===== src/rtl/axi_dual_master_arbiter.sv =====
// ---------------------------------------------------------------------------
// axi_dual_master_arbiter
//
// Shares one AXI4 slave port between two masters. The write path (AW/W/B)
// and the read path (AR/R) each have their own round-robin state machine, so
// a write burst and a read burst can be in flight at the same time, even
// from the same master. A grant is held from the address phase until the
// burst completes (B handshake for writes, last R beat for reads).
//
// Ports
//   clk, rstn              clock, asynchronous active-low reset
//   m_aw* / m_w* / m_b*    per-master write channels (bit/slice i = master i)
//   m_ar* / m_r*           per-master read channels (m_rdata shared)
//   s_aw* / s_w* / s_b*    slave write channels
//   s_ar* / s_r*           slave read channels
//   wgrant, rgrant         one-hot owner of the write / read path, 0 if idle
//   proto_err              sticky: wlast seen on the wrong beat
// ---------------------------------------------------------------------------
module axi_dual_master_arbiter #(
    parameter int A_WIDTH = 26,
    parameter int D_WIDTH = 16
) (
    input  logic                   rstn,
    input  logic                   clk,
    // master write address
    input  logic [1:0]             m_awvalid,
    output logic [1:0]             m_awready,
    input  logic [2*A_WIDTH-1:0]   m_awaddr,
    input  logic [15:0]            m_awlen,
    // master write data
    input  logic [1:0]             m_wvalid,
    input  logic [1:0]             m_wlast,
    input  logic [2*D_WIDTH-1:0]   m_wdata,
    output logic [1:0]             m_wready,
    // master write response
    output logic [1:0]             m_bvalid,
    input  logic [1:0]             m_bready,
    // master read address
    input  logic [1:0]             m_arvalid,
    input  logic [2*A_WIDTH-1:0]   m_araddr,
    input  logic [15:0]            m_arlen,
    output logic [1:0]             m_arready,
    // master read data
    output logic [1:0]             m_rvalid,
    output logic [1:0]             m_rlast,
    output logic [D_WIDTH-1:0]     m_rdata,
    input  logic [1:0]             m_rready,
    // slave write address
    output logic                   s_awvalid,
    output logic [A_WIDTH-1:0]     s_awaddr,
    output logic [7:0]             s_awlen,
    input  logic                   s_awready,
    // slave write data
    output logic                   s_wvalid,
    output logic                   s_wlast,
    output logic [D_WIDTH-1:0]     s_wdata,
    input  logic                   s_wready,
    // slave write response
    input  logic                   s_bvalid,
    output logic                   s_bready,
    // slave read address
    output logic                   s_arvalid,
    output logic [A_WIDTH-1:0]     s_araddr,
    output logic [7:0]             s_arlen,
    input  logic                   s_arready,
    // slave read data
    input  logic                   s_rvalid,
    input  logic                   s_rlast,
    input  logic [D_WIDTH-1:0]     s_rdata,
    output logic                   s_rready,
    // status
    output logic [1:0]             wgrant,
    output logic [1:0]             rgrant,
    output logic                   proto_err
);

    typedef enum logic [1:0] {W_IDLE = 2'd0, W_ADDR = 2'd1, W_DATA = 2'd2, W_RESP = 2'd3} wstate_t;
    typedef enum logic [1:0] {R_IDLE = 2'd0, R_ADDR = 2'd1, R_DATA = 2'd2} rstate_t;

    wstate_t     wstate_q;
    rstate_t     rstate_q;
    logic [1:0]  wgrant_q;
    logic [1:0]  rgrant_q;
    logic        wptr_q;
    logic        rptr_q;
    logic [7:0]  wcnt_q;
    logic [7:0]  wcnt_max_q;
    logic        proto_err_q;

    logic        widx_s;
    logic        ridx_s;

    // Round-robin pick: a lone requester always wins; on contention the
    // master named by ptr wins. Returns a one-hot grant.
    function automatic logic [1:0] rr_pick(input logic [1:0] req, input logic ptr);
        logic [1:0] g;
        case (req)
            2'b11:   g = ptr ? 2'b10 : 2'b01;
            2'b01:   g = 2'b01;
            2'b10:   g = 2'b10;
            default: g = 2'b00;
        endcase
        return g;
    endfunction

    // Grants are one-hot, so bit 1 is the index of the owner.
    assign widx_s    = wgrant_q[1];
    assign ridx_s    = rgrant_q[1];
    assign wgrant    = wgrant_q;
    assign rgrant    = rgrant_q;
    assign proto_err = proto_err_q;

    // Payloads follow the registered grant; only valid/ready are state-gated.
    assign s_awaddr = widx_s ? m_awaddr[2*A_WIDTH-1:A_WIDTH] : m_awaddr[A_WIDTH-1:0];
    assign s_awlen  = widx_s ? m_awlen[15:8] : m_awlen[7:0];
    assign s_wdata  = widx_s ? m_wdata[2*D_WIDTH-1:D_WIDTH] : m_wdata[D_WIDTH-1:0];
    assign s_araddr = ridx_s ? m_araddr[2*A_WIDTH-1:A_WIDTH] : m_araddr[A_WIDTH-1:0];
    assign s_arlen  = ridx_s ? m_arlen[15:8] : m_arlen[7:0];
    assign m_rdata  = s_rdata;

    // Write path FSM: grant, beat counting, wlast checking and pointer update.
    always_ff @(posedge clk or negedge rstn) begin
        if (!rstn) begin
            wstate_q    <= W_IDLE;
            wgrant_q    <= 2'b00;
            wptr_q      <= 1'b0;
            wcnt_q      <= 8'd0;
            wcnt_max_q  <= 8'd0;
            proto_err_q <= 1'b0;
        end else begin
            case (wstate_q)
                W_IDLE: begin
                    if (|m_awvalid) begin
                        wgrant_q <= rr_pick(m_awvalid, wptr_q);
                        wstate_q <= W_ADDR;
                    end
                end
                W_ADDR: begin
                    // A request withdrawn before acceptance never reaches the slave.
                    if (!m_awvalid[widx_s]) begin
                        wgrant_q <= 2'b00;
                        wstate_q <= W_IDLE;
                    end else if (s_awready) begin
                        wcnt_max_q <= s_awlen;
                        wcnt_q     <= 8'd0;
                        wstate_q   <= W_DATA;
                    end
                end
                W_DATA: begin
                    if (s_wvalid && s_wready) begin
                        wcnt_q <= wcnt_q + 8'd1;
                        // wlast must coincide exactly with the final beat.
                        if (s_wlast != (wcnt_q == wcnt_max_q)) begin
                            proto_err_q <= 1'b1;
                        end
                        if (s_wlast) begin
                            wstate_q <= W_RESP;
                        end
                    end
                end
                W_RESP: begin
                    if (s_bvalid && s_bready) begin
                        wptr_q   <= ~widx_s;
                        wgrant_q <= 2'b00;
                        wstate_q <= W_IDLE;
                    end
                end
                default: begin
                    wgrant_q <= 2'b00;
                    wstate_q <= W_IDLE;
                end
            endcase
        end
    end

    // Read path FSM: grant and pointer update on the last R beat.
    always_ff @(posedge clk or negedge rstn) begin
        if (!rstn) begin
            rstate_q <= R_IDLE;
            rgrant_q <= 2'b00;
            rptr_q   <= 1'b0;
        end else begin
            case (rstate_q)
                R_IDLE: begin
                    if (|m_arvalid) begin
                        rgrant_q <= rr_pick(m_arvalid, rptr_q);
                        rstate_q <= R_ADDR;
                    end
                end
                R_ADDR: begin
                    if (!m_arvalid[ridx_s]) begin
                        rgrant_q <= 2'b00;
                        rstate_q <= R_IDLE;
                    end else if (s_arready) begin
                        rstate_q <= R_DATA;
                    end
                end
                R_DATA: begin
                    if (s_rvalid && s_rready && s_rlast) begin
                        rptr_q   <= ~ridx_s;
                        rgrant_q <= 2'b00;
                        rstate_q <= R_IDLE;
                    end
                end
                default: begin
                    rgrant_q <= 2'b00;
                    rstate_q <= R_IDLE;
                end
            endcase
        end
    end

    // Write handshake routing between the granted master and the slave.
    always_comb begin
        m_awready = 2'b00;
        m_wready  = 2'b00;
        m_bvalid  = 2'b00;
        s_awvalid = 1'b0;
        s_wvalid  = 1'b0;
        s_wlast   = 1'b0;
        s_bready  = 1'b0;
        case (wstate_q)
            W_ADDR: begin
                s_awvalid         = m_awvalid[widx_s];
                m_awready[widx_s] = s_awready;
            end
            W_DATA: begin
                s_wvalid         = m_wvalid[widx_s];
                s_wlast          = m_wlast[widx_s];
                m_wready[widx_s] = s_wready;
            end
            W_RESP: begin
                m_bvalid[widx_s] = s_bvalid;
                s_bready         = m_bready[widx_s];
            end
            default: begin
                s_awvalid = 1'b0;
            end
        endcase
    end

    // Read handshake routing between the granted master and the slave.
    always_comb begin
        m_arready = 2'b00;
        m_rvalid  = 2'b00;
        m_rlast   = 2'b00;
        s_arvalid = 1'b0;
        s_rready  = 1'b0;
        case (rstate_q)
            R_ADDR: begin
                s_arvalid         = m_arvalid[ridx_s];
                m_arready[ridx_s] = s_arready;
            end
            R_DATA: begin
                m_rvalid[ridx_s] = s_rvalid;
                m_rlast[ridx_s]  = s_rlast;
                s_rready         = m_rready[ridx_s];
            end
            default: begin
                s_arvalid = 1'b0;
            end
        endcase
    end

endmodule

===== config.mk =====
export PLATFORM = sky130hd
export DESIGN_NAME = axi_dual_master_arbiter
export DESIGN_NICKNAME = d
export VERILOG_FILES = /design/src/rtl/axi_dual_master_arbiter.sv
export SDC_FILE = /design/constraint.sdc
export NUM_CORES = 1
export LEC_CHECK = 0
export CORE_AREA = 4 4 126 128
export CTS_BUF_LIST = sky130_fd_sc_hd__clkbuf_8
export DETAILED_ROUTE_END_ITERATION = 8
export DIE_AREA = 0 0 130 132
export PLACE_DENSITY_LB_ADDON = 0.3
export RECOVER_POWER = 25
export REMOVE_ABC_BUFFERS = 1
export SLEW_MARGIN = 5
export SYNTH_ARGS = -nofsm -noshare
export SYNTH_HDL_FRONTEND = slang
export SYNTH_SLANG_ARGS = --single-unit

===== constraint.sdc =====
create_clock -name clk -period 1.8 [get_ports clk]
set_clock_uncertainty 0.1 [all_clocks]
set_input_delay 0.18 -clock clk [delete_from_list [all_inputs] [get_ports clk]]
set_output_delay 0.18 -clock clk [all_outputs]
set_load 0.03 [all_outputs]

==> impl_metrics.csv, run 1 <==
group,metric,value,unit
layout,final_util,46.11,%
placement,placed_area,0.005997,mm^2
layout,fin_area,0.006854,mm^2
worst_setup_path,cpPeakStageDelay,0.45,ns
pwr,vdd_ir_drop_max,0.6721,mV
global_routing,grt_antenna_before_repair,0,
floorplan,coreArea,0.01486,mm^2
global_routing,overflow,0,
clock_network,root_buffer,"clkbuf_8",
sta,slew_headroom,51.29,%
synthesis,synth_most_common_cell,"mux2_2",
routing,wl,14.63,mm
synthesis,ys_ff_latch,27,
synthesis,seq_area_frac_synth,24.87,%
flow_run,drv_cap,0,
worst_setup_path,crit_path_end_kind,"output port",
sta,setup_viol,49,
floorplan,placementRows,45,
global_routing,grt_max_degree,28,
sta,fin_crit,1.894,ns
synthesis,netlist.area_leader.share,40.21,%
worst_setup_path,worstPathMaxFanout,7,
synthesis,netlist_area,0.002716,mm^2
worst_setup_path,start_kind,"flip-flop",
min_path,whs_path_depth,0,
global_routing,grt_pass1_vias,3827,
sta,finalHoldViolCount,0,
sta,whs,0.2602,ns
clock_network,cts_num_sinks,27,
synthesis,synth_edf_count,0,
floorplan,die_y,132,um
placement,gp_congestion,0.8211,
synthesis,ys_types,45,
layout,syn_to_final_growth,152.3,%
routing,firstDrtPassIters,4,
synthesis,ys.flop_type,"dfrtp_1",
synthesis,postSynth.asyncResetShare,100.0,%
worst_setup_path,required,1.52,ns
routing,drt_iter0_drc,48,
synthesis,syn_inst,279,
floorplan,io_pins,327,
floorplan,dieArea,0.01716,mm^2
synthesis,ys_top_cells_by_count,"97 x mux2_2, 28 x nor2_1, 27 x dfrtp_1, 18 x buf_4, 13 x nand2_1",
global_routing,track_usage,14.88,%
sta,worst_pin_slew,0.7307,ns
sta,tns,-2.558,ns
routing,wl_per_cell,18.27,um
synthesis,syn_avg_cell_area,9.736,um^2
sta,worst_slack,-0.09423,ns
sta,rsz0062_at_grt,"yes",
routing,viasPerCell,4.393,
synthesis,synthTopCellsByArea,"mux2_2 40%, dfrtp_1 25%, buf_4 5.0%",
clock_network,holdBufCountCts,0,
clock_network,htreeDepth,1,
worst_setup_path,crit_path_frequent_cell,"buf_12",
worst_setup_path,crit_slowest_cell,"dfrtp_2",
pwr,p_total,8.213,mW
routing,drtAntennaViolNets,0,
worst_setup_path,worst-path-stages,5,
sta,slew_viol_final,0,
synthesis,yosys_warnings,0,
clock_network,cts.clk_slew.worst_paths,0.10,ns
worst_setup_path,crit_buf_inv,4,
pwr,cellPowerDensity,1198,mW/mm^2
worst_setup_path,path_class,"flip-flop to output port",
pwr,p_leak,2.916,nW
clock_network,clkLatencyLatePin,0.27,ns
synthesis,yosysTopAreaCell,"mux2_2",
layout,n_antenna_cell,0,
layout,nFillCells,1385,
outcome,violations,"setup timing",
placement,dp_hpwl,11.60,mm
placement,port_buffers,294,
floorplan,die_w,130,um
worst_setup_path,cp_top_family,"buffers and inverters",
floorplan,start_util,18.27,%
clock_network,tritoncts,"done",
layout,final_nets,819,
sta,fin_crit_sh,105.2,%
sta,max_freq,0.5279,GHz
routing,drc,0,
global_routing,grt_pass1_wl,20.15,mm
clock_network,clk_path_buf_depth,2,
layout,finalNonFillerCells,801,
placement,pre_cts_ws,-0.07488,ns
layout,drive_above_1_share,49.59,%
routing,dr_total_vias,3519,
placement,placed_cells,765,
clock_network,cts_made_buffers,3,
min_path,hp-class,"input port to output port",
worst_setup_path,cp_cell_sequence,"buf_12, buf_12, clkbuf_16, mux2_4, buf_6",
worst_setup_path,crit_arrival,1.61,ns
worst_setup_path,ff2ff_path_depth,6,
outcome,status,"finished, violations left",
logic make-up after synthesis:
group,after synthesis,share of synthesized area [%]
and+or+nand+nor,69,12.34
muxes,104,42.98
adders and majority gates,1,0.4605
xor gates and xnor gates,13,4.192
AOI/OAI and AO/OA,25,6.449
buffers and inverters,40,8.705
DFF,27,24.87
what timing repair did:
| action | in CTS | in global routing |
|---|---|---|
| pin swaps | 5 | 9 |
| resized for setup | 261 | 241 |
| setup buffers | 8 | 21 |
| gates cloned | 2 | 5 |
| setup endpoints to repair | 92 | 115 |
flip-flops by register name (all words and copies together) (netlist names), named ones only:
register	flops
proto_err	1
wgrant	2
wcnt_q	8
rptr_q	1
rgrant	2
rstate_q	2
wptr_q	1
wcnt_max_q	8
wstate_q	1
final timing paths:
path | startpoint | to | slack (ns)
setup / recovery | wgrant[1] | s_awaddr[1] | -0.09
hold / removal | s_rdata[6] | m_rdata[6] | 0.26
setup reg to reg | wgrant[1] | wcnt_q[7] | -0.03
hold reg to reg | proto_err | proto_err | 0.41
max in group asynchronous | rstn | rgrant[1] | 0.70
min in group asynchronous | rstn | wcnt_max_q[2] | 0.38
routing by layer:
layer | GRT usage, % | vias up | share of wire (%)
met4 | 3.868 | 0 | 2.4
li1 | - | 1652 | -
met3 | 6.483 | 17 | 13
met5 | 0 | - | 0
met2 | 29.91 | 235 | 54
met1 | 13.01 | 1615 | 30
where the power goes:
part	switching [mW]	internal, mW
Combinational	3.10	3.70
Sequential	0.218	0.834
Clock	0.203	0.155
placed cells by master, fill, tap and decap left out, types with 3 or more instances in the layout:
master / count
buf_4: 52
nor2_4: 4
dfrtp_1: 22
dfrtp_2: 5
clkdlybuf4s50_1: 189
buf_6: 68
nand4_1: 5
clkdlybuf4s15_2: 8
nand2_1: 12
o21ai_0: 5
buf_2: 16
buf_12: 15
nor2_1: 20
clkbuf_8: 3
mux2i_4: 4
mux2_2: 62
mux2_4: 36
inv_1: 7
nand3_1: 3
a21oi_1: 3
nand3b_1: 3
buf_8: 4
nor2_2: 5
clkbuf_16: 6
xnor2_1: 11
cell type report:
| type | instances | area (um^2) | share of cell area (%) |
|---|---|---|---|
| Timing Repair Buffer | 362 | 3776 | 55.09 |
| Multi-Input combinational cell | 212 | 2081 | 30.36 |
| Sequential cell | 27 | 681.9 | 9.949 |
| Tap cell | 188 | 235.2 | 3.432 |
| Clock buffer | 3 | 41.29 | 0.6024 |
| Inverter | 8 | 33.78 | 0.4929 |
| Clock inverter | 1 | 5.005 | 0.07302 |
No activity file was read; power rests on OpenSTA's default activity.
==> run 2, diff against run 1 <==
--- a/config.mk
+++ b/config.mk
@@ -5,6 +5,7 @@
 export SDC_FILE = /design/constraint.sdc
 export NUM_CORES = 1
 export LEC_CHECK = 0
+export ABC_AREA = 0
 export CORE_AREA = 4 4 126 128
 export CTS_BUF_LIST = sky130_fd_sc_hd__clkbuf_8
 export DETAILED_ROUTE_END_ITERATION = 8
==> constraint.sdc (replaced) <==
create_clock -name clk -period 2.18 [get_ports clk]
set_clock_uncertainty 0.1 [all_clocks]
set_input_delay 0.218 -clock clk [delete_from_list [all_inputs] [get_ports clk]]
set_output_delay 0.218 -clock clk [all_outputs]
set_load 0.03 [all_outputs]
==> impl_metrics.csv, run 2 (synthesis results as in run 1) <==
group,metric,value,unit
worst_setup_path,cp_top_family,"buffers and inverters",
layout,syn_to_final_growth,112.7,%
clock_network,htreeDepth,1,
floorplan,die_w,130,um
global_routing,grt_pass1_wl,18.58,mm
worst_setup_path,crit_path_end_kind,"output port",
clock_network,clkLatencyLatePin,0.28,ns
routing,viasPerCell,4.441,
clock_network,holdBufCountCts,0,
clock_network,post-cts-setup-buffer-count,0,
sta,worst_pin_slew,0.7586,ns
routing,drc,0,
placement,pre_cts_ws,0.1119,ns
min_path,worstHoldEndpoint,"m_rdata[6]",
floorplan,placementRows,45,
layout,mostFrequentLayoutCells,"192 x clkdlybuf4s50_1, 97 x mux2_2, 71 x dlygate4sd2_1",
clock_network,tritoncts,"done",
pwr,vdd_ir_drop_max,0.4332,mV
pwr,p_leak,2.426,nW
worst_setup_path,crit_buf_inv,2,
floorplan,io_pins,327,
sta,rsz0062_at_grt,"no",
worst_setup_path,ff2ff_path_depth,5,
worst_setup_path,crit_slowest_cell,"clkdlybuf4s50_1",
worst_setup_path,r2r_slack,0.22,ns
worst_setup_path,cp_cell_sequence,"buf_4, mux2_2, clkdlybuf4s50_1",
layout,n_antenna_cell,0,
worst_setup_path,worst-path-stages,3,
sta,slew_viol_final,0,
clock_network,clk_path_buf_depth,2,
layout,final_nets,764,
sta,fin_crit_sh,96.60,%
floorplan,start_util,18.27,%
flow_run,drv_cap,0,
sta,slew_headroom,49.43,%
clock_network,cts.clk_slew.worst_paths,0.10,ns
layout,drive_above_1_share,26.52,%
min_path,whs_path_depth,0,
worst_setup_path,start_kind,"flip-flop",
worst_setup_path,r2r-start,"wgrant[1]",
sta,setup_viol,0,
worst_setup_path,cpPeakStageDelay,0.59,ns
min_path,hold_start,"s_rdata[6]",
min_path,hp-class,"input port to output port",
placement,gp_congestion,0.8015,
clock_network,root_buffer,"clkbuf_8",
worst_setup_path,r2r-end,"wgrant[0]",
global_routing,grt_max_degree,45,
routing,wl,13.07,mm
placement,port_buffers,294,
global_routing,overflow,0,
layout,nFillCells,1477,
routing,wl_per_cell,17.52,um
worst_setup_path,path_class,"flip-flop to output port",
worst_setup_path,worstPathMaxFanout,9,
clock_network,cts_num_sinks,27,
pwr,cellPowerDensity,885.1,mW/mm^2
clock_network,cts_made_buffers,3,
floorplan,coreArea,0.01486,mm^2
global_routing,grt_antenna_before_repair,0,
placement,dp_hpwl,11.33,mm
worst_setup_path,required,1.86,ns
sta,fin_crit,2.106,ns
global_routing,grt_pass1_vias,3592,
routing,drtAntennaViolNets,0,
layout,fin_area,0.005777,mm^2
routing,drt_iter0_drc,95,
placement,placed_area,0.005817,mm^2
sta,finalHoldViolCount,0,
sta,worst_slack,0.07417,ns
floorplan,die_y,132,um
layout,layout_commonest_cell,"clkdlybuf4s50_1",
sta,max_freq,0.4749,GHz
global_routing,track_usage,13.80,%
layout,largest_registers,"wcnt_max_q (8), wcnt_q (8)",
worst_setup_path,crit_arrival,1.79,ns
outcome,status,"finished, final reports clean",
routing,dr_total_vias,3313,
floorplan,dieArea,0.01716,mm^2
routing,firstDrtPassIters,5,
run 2: cell count changes in the layout (fill, tap and decap cells not counted), sizes merged, moves of 2 or more:
cell	change
buf	-117
clkbuf	-6
clkdlybuf4s15	-8
clkdlybuf4s50	+3
dlygate4sd2	+71
dlymetal6s2s	+2
run 2: how the worst max path moves through the flow:
stage / startpoint / endpoint / slack [ns]
2_1_floorplan: wgrant[1] / wgrant[0] / -1.47
3_3_place_gp: s_awready / m_awready[1] / 0.15
3_5_place_dp: s_awready / m_awready[1] / 0.11
4_1_cts: rstate_q[1] / m_arready[0] / 0.04
5_1_grt: wgrant[1] / s_wdata[13] / 0.01
6_report: wgrant[1] / s_wdata[13] / 0.07
run 2: worst reg2reg max path: cells and delay by family (launching register included):
kind,cells,cell delay [ns]
multiplexers,2,0.74
flip-flops,1,0.40
buffers and inverters,1,0.23
AND/OR/NAND/NOR,1,0.21
AO/OA/AOI/OAI,1,0.18
run 2: metal layers:
metal  track usage, %  part of all wire (%)  vias up
met4            2.829                   1.6        0
met1            12.20                    30     1513
met2            28.05                    54      246
met3            5.875                    14       10
met5                0                     0        -
li1                 -                     -     1544
run 2: per-stage QoR:
| step | setup TNS (ns) | total power [mW] | utilization [%] | hold WS, ns | std cells |
|---|---|---|---|---|---|
| after floorplan | -43.90 | 3.289 | - | -0.1776 | 247 |
| after CTS | 0 | 5.227 | 38.87 | 0.2328 | 746 |
| after global placement | 0 | 5.102 | 39.13 | 0.3362 | 742 |
| final | 0 | 5.113 | 38.86 | 0.3362 | 746 |
| after detailed placement | 0 | 5.133 | 39.13 | 0.3362 | 742 |
| after global routing | 0 | 5.418 | 38.86 | 0.3362 | 746 |
run 2: timing repair:
action,CTS,global route
endpoints found under the setup margin,71,2
hold endpoints to repair,0,0
resized for setup,72,2
run 2: where the power goes:
| part | internal (mW) | switching, mW | total, mW |
|---|---|---|---|
| logic | 1.85 | 2.12 | 3.97 |
| clock network | 0.128 | 0.170 | 0.299 |
| registers | 0.681 | 0.164 | 0.845 |
| total | 2.66 | 2.45 | 5.11 |
run 2: cell type report:
cell class / instances / area (um^2) / area share (%)
multi-input combinational: 212 / 1808 / 31.30
inverter: 8 / 30.03 / 0.5198
timing repair buffer: 307 / 2980 / 51.59
tap: 188 / 235.2 / 4.072
sequential: 27 / 676.9 / 11.72
clock inverter: 1 / 5.005 / 0.08664
clock buffer: 3 / 41.29 / 0.7147
==> run 3, diff against run 2 <==
--- a/config.mk
+++ b/config.mk
@@ -6,10 +6,13 @@
 export NUM_CORES = 1
 export LEC_CHECK = 0
 export ABC_AREA = 0
-export CORE_AREA = 4 4 126 128
+export CELL_PAD_IN_SITES_DETAIL_PLACEMENT = 0
+export CELL_PAD_IN_SITES_GLOBAL_PLACEMENT = 1
+export CORE_AREA = 4 4 125 127
 export CTS_BUF_LIST = sky130_fd_sc_hd__clkbuf_8
 export DETAILED_ROUTE_END_ITERATION = 8
-export DIE_AREA = 0 0 130 132
+export DIE_AREA = 0 0 129 131
+export GPL_TIMING_DRIVEN = 0
 export PLACE_DENSITY_LB_ADDON = 0.3
 export RECOVER_POWER = 25
 export REMOVE_ABC_BUFFERS = 1
==> impl_metrics.csv, run 3 (synthesis results as in run 1) <==
group,metric,value,unit
layout,syn_to_final_growth,113.1,%
routing,dr_total_vias,3281,
pwr,p_leak,2.414,nW
worst_setup_path,r2r-end,"wcnt_q[7]",
floorplan,die_y,131,um
sta,whs,0.3362,ns
routing,wl_met3,1.788,mm
worst_setup_path,r2r_slack,0.23,ns
routing,drt_iter0_drc,59,
routing,viasPerCell,4.434,
clock_network,htreeDepth,1,
layout,drive_above_1_share,22.30,%
pwr,vdd_ir_drop_max,0.5064,mV
worst_setup_path,ff2ff_path_depth,5,
pwr,cellPowerDensity,891.3,mW/mm^2
global_routing,track_usage,15.09,%
sta,fin_crit_sh,97.06,%
outcome,status,"finished, final reports clean",
routing,wl_per_cell,18.94,um
worst_setup_path,crit_arrival,1.80,ns
sta,slew_viol_final,0,
routing,wl,14.01,mm
sta,finalHoldViolCount,0,
min_path,whs_path_depth,0,
sta,fin_crit,2.116,ns
clock_network,cts_num_sinks,27,
layout,final_util,40.13,%
layout,final_nets,762,
clock_network,cts_made_buffers,3,
worst_setup_path,worstPathMaxFanout,12,
worst_setup_path,cp_cell_sequence,"buf_12, buf_6, mux2_2, dlygate4sd2_1",
worst_setup_path,crit_buf_inv,3,
placement,port_buffers,294,
floorplan,io_pins,327,
worst_setup_path,path_class,"flip-flop to output port",
min_path,hold_start,"s_rdata[5]",
min_path,hp-class,"input port to output port",
global_routing,grt_antenna_before_repair,0,
sta,worst_pin_slew,0.7072,ns
routing,top_layer,"met4",
layout,finalNonFillerCells,740,
worst_setup_path,crit_slowest_cell,"dfrtp_4",
worst_setup_path,crit_path_end_kind,"output port",
clock_network,clkLatencyLatePin,0.27,ns
global_routing,overflow,0,
routing,drc,0,
sta,max_freq,0.4726,GHz
worst_setup_path,start_kind,"flip-flop",
layout,mostFrequentLayoutCells,"192 x clkdlybuf4s50_1, 97 x mux2_2, 97 x dlygate4sd2_1",
clock_network,root_buffer,"clkbuf_8",
worst_setup_path,r2r-start,"wgrant[1]",
placement,dp_hpwl,11.44,mm
routing,met1_length,4.628,mm
placement,gp_congestion,0.8271,
floorplan,start_util,18.83,%
clock_network,clk_path_buf_depth,2,
floorplan,die_w,129,um
worst_setup_path,required,1.86,ns
global_routing,grt_max_degree,32,
sta,setup_viol,0,
routing,route.met2.wl,7.429,mm
layout,n_antenna_cell,0,
worst_setup_path,cpPeakStageDelay,0.46,ns
floorplan,placementRows,44,
layout,largest_registers,"wcnt_max_q (8), wcnt_q (8)",
clock_network,tritoncts,"done",
clock_network,cts.clk_slew.worst_paths,0.09,ns
routing,firstDrtPassIters,4,
floorplan,dieArea,0.01690,mm^2
global_routing,grt_pass1_vias,3538,
floorplan,coreArea,0.01442,mm^2
routing,drtAntennaViolNets,0,
placement,placed_cells,725,
min_path,worstHoldEndpoint,"m_rdata[5]",
worst_setup_path,worst-path-stages,4,
sta,slew_headroom,52.85,%
worst_setup_path,cp_top_family,"buffers and inverters",
pwr,p_total,5.159,mW
layout,layout_commonest_cell,"clkdlybuf4s50_1",
flow_run,drv_cap,0,
global_routing,grt_pass1_wl,19.71,mm
sta,rsz0062_at_grt,"no",
## run 3: worst register-to-register path, stage by stage (launching register included)
cell     delay [ns]
dfrtp_4        0.57
buf_12         0.20
mux2_4         0.28
nand2_2        0.07
or4_1          0.49
a21oi_1        0.17
## run 3: layout make-up
| class | instances | area, um^2 |
|---|---|---|
| Sequential cell | 27 | 683.2 |
| Clock inverter | 1 | 7.507 |
| Clock buffer | 3 | 41.29 |
| Multi-Input combinational cell | 212 | 1827 |
| Timing Repair Buffer | 305 | 2969 |
| Fill cell | 1452 | 8636 |
| Tap cell | 184 | 230.2 |
| Inverter | 8 | 30.03 |
## run 3: worst max-delay path by stage
stage	startpoint	end
2_1_floorplan	wgrant[1]	wgrant[0]
3_3_place_gp	wgrant[1]	s_wvalid
3_5_place_dp	wgrant[1]	s_wvalid
4_1_cts	wgrant[1]	s_awlen[2]
5_1_grt	rstate_q[0]	m_arready[0]
6_report	rgrant[1]	s_araddr[12]
## run 3: timing repair
item,4_1_cts,5_1_grt
buffers inserted,9,1
endpoints found under the setup margin,126,33
hold buffers,0,1
resized for setup,107,6
hold endpoints to repair,0,27
## run 3: per-stage QoR
stage / worst slack (ns) / area (um^2) / setup TNS, ns
4_1_cts: 0.01101 / 5771 / 0
3_5_place_dp: -0.4904 / 5688 / -23.61
6_report: 0.06416 / 5788 / 0
2_1_floorplan: -1.465 / 2510 / -43.90
5_1_grt: 0.0004230 / 5788 / 0
3_3_place_gp: -1.938 / 5683 / -153.12
## run 3: routing by layer
layer | vias to the layer above | track usage, %
li1 | 1540 | -
met1 | 1495 | 14.28
met2 | 236 | 30.18
met3 | 10 | 6.504
met4 | 0 | 2.471
met5 | - | 1.471
## run 3: power breakdown
part / switching (mW) / internal, mW
combinational: 2.12 / 1.81
clock: 0.165 / 0.130
sequential: 0.238 / 0.690
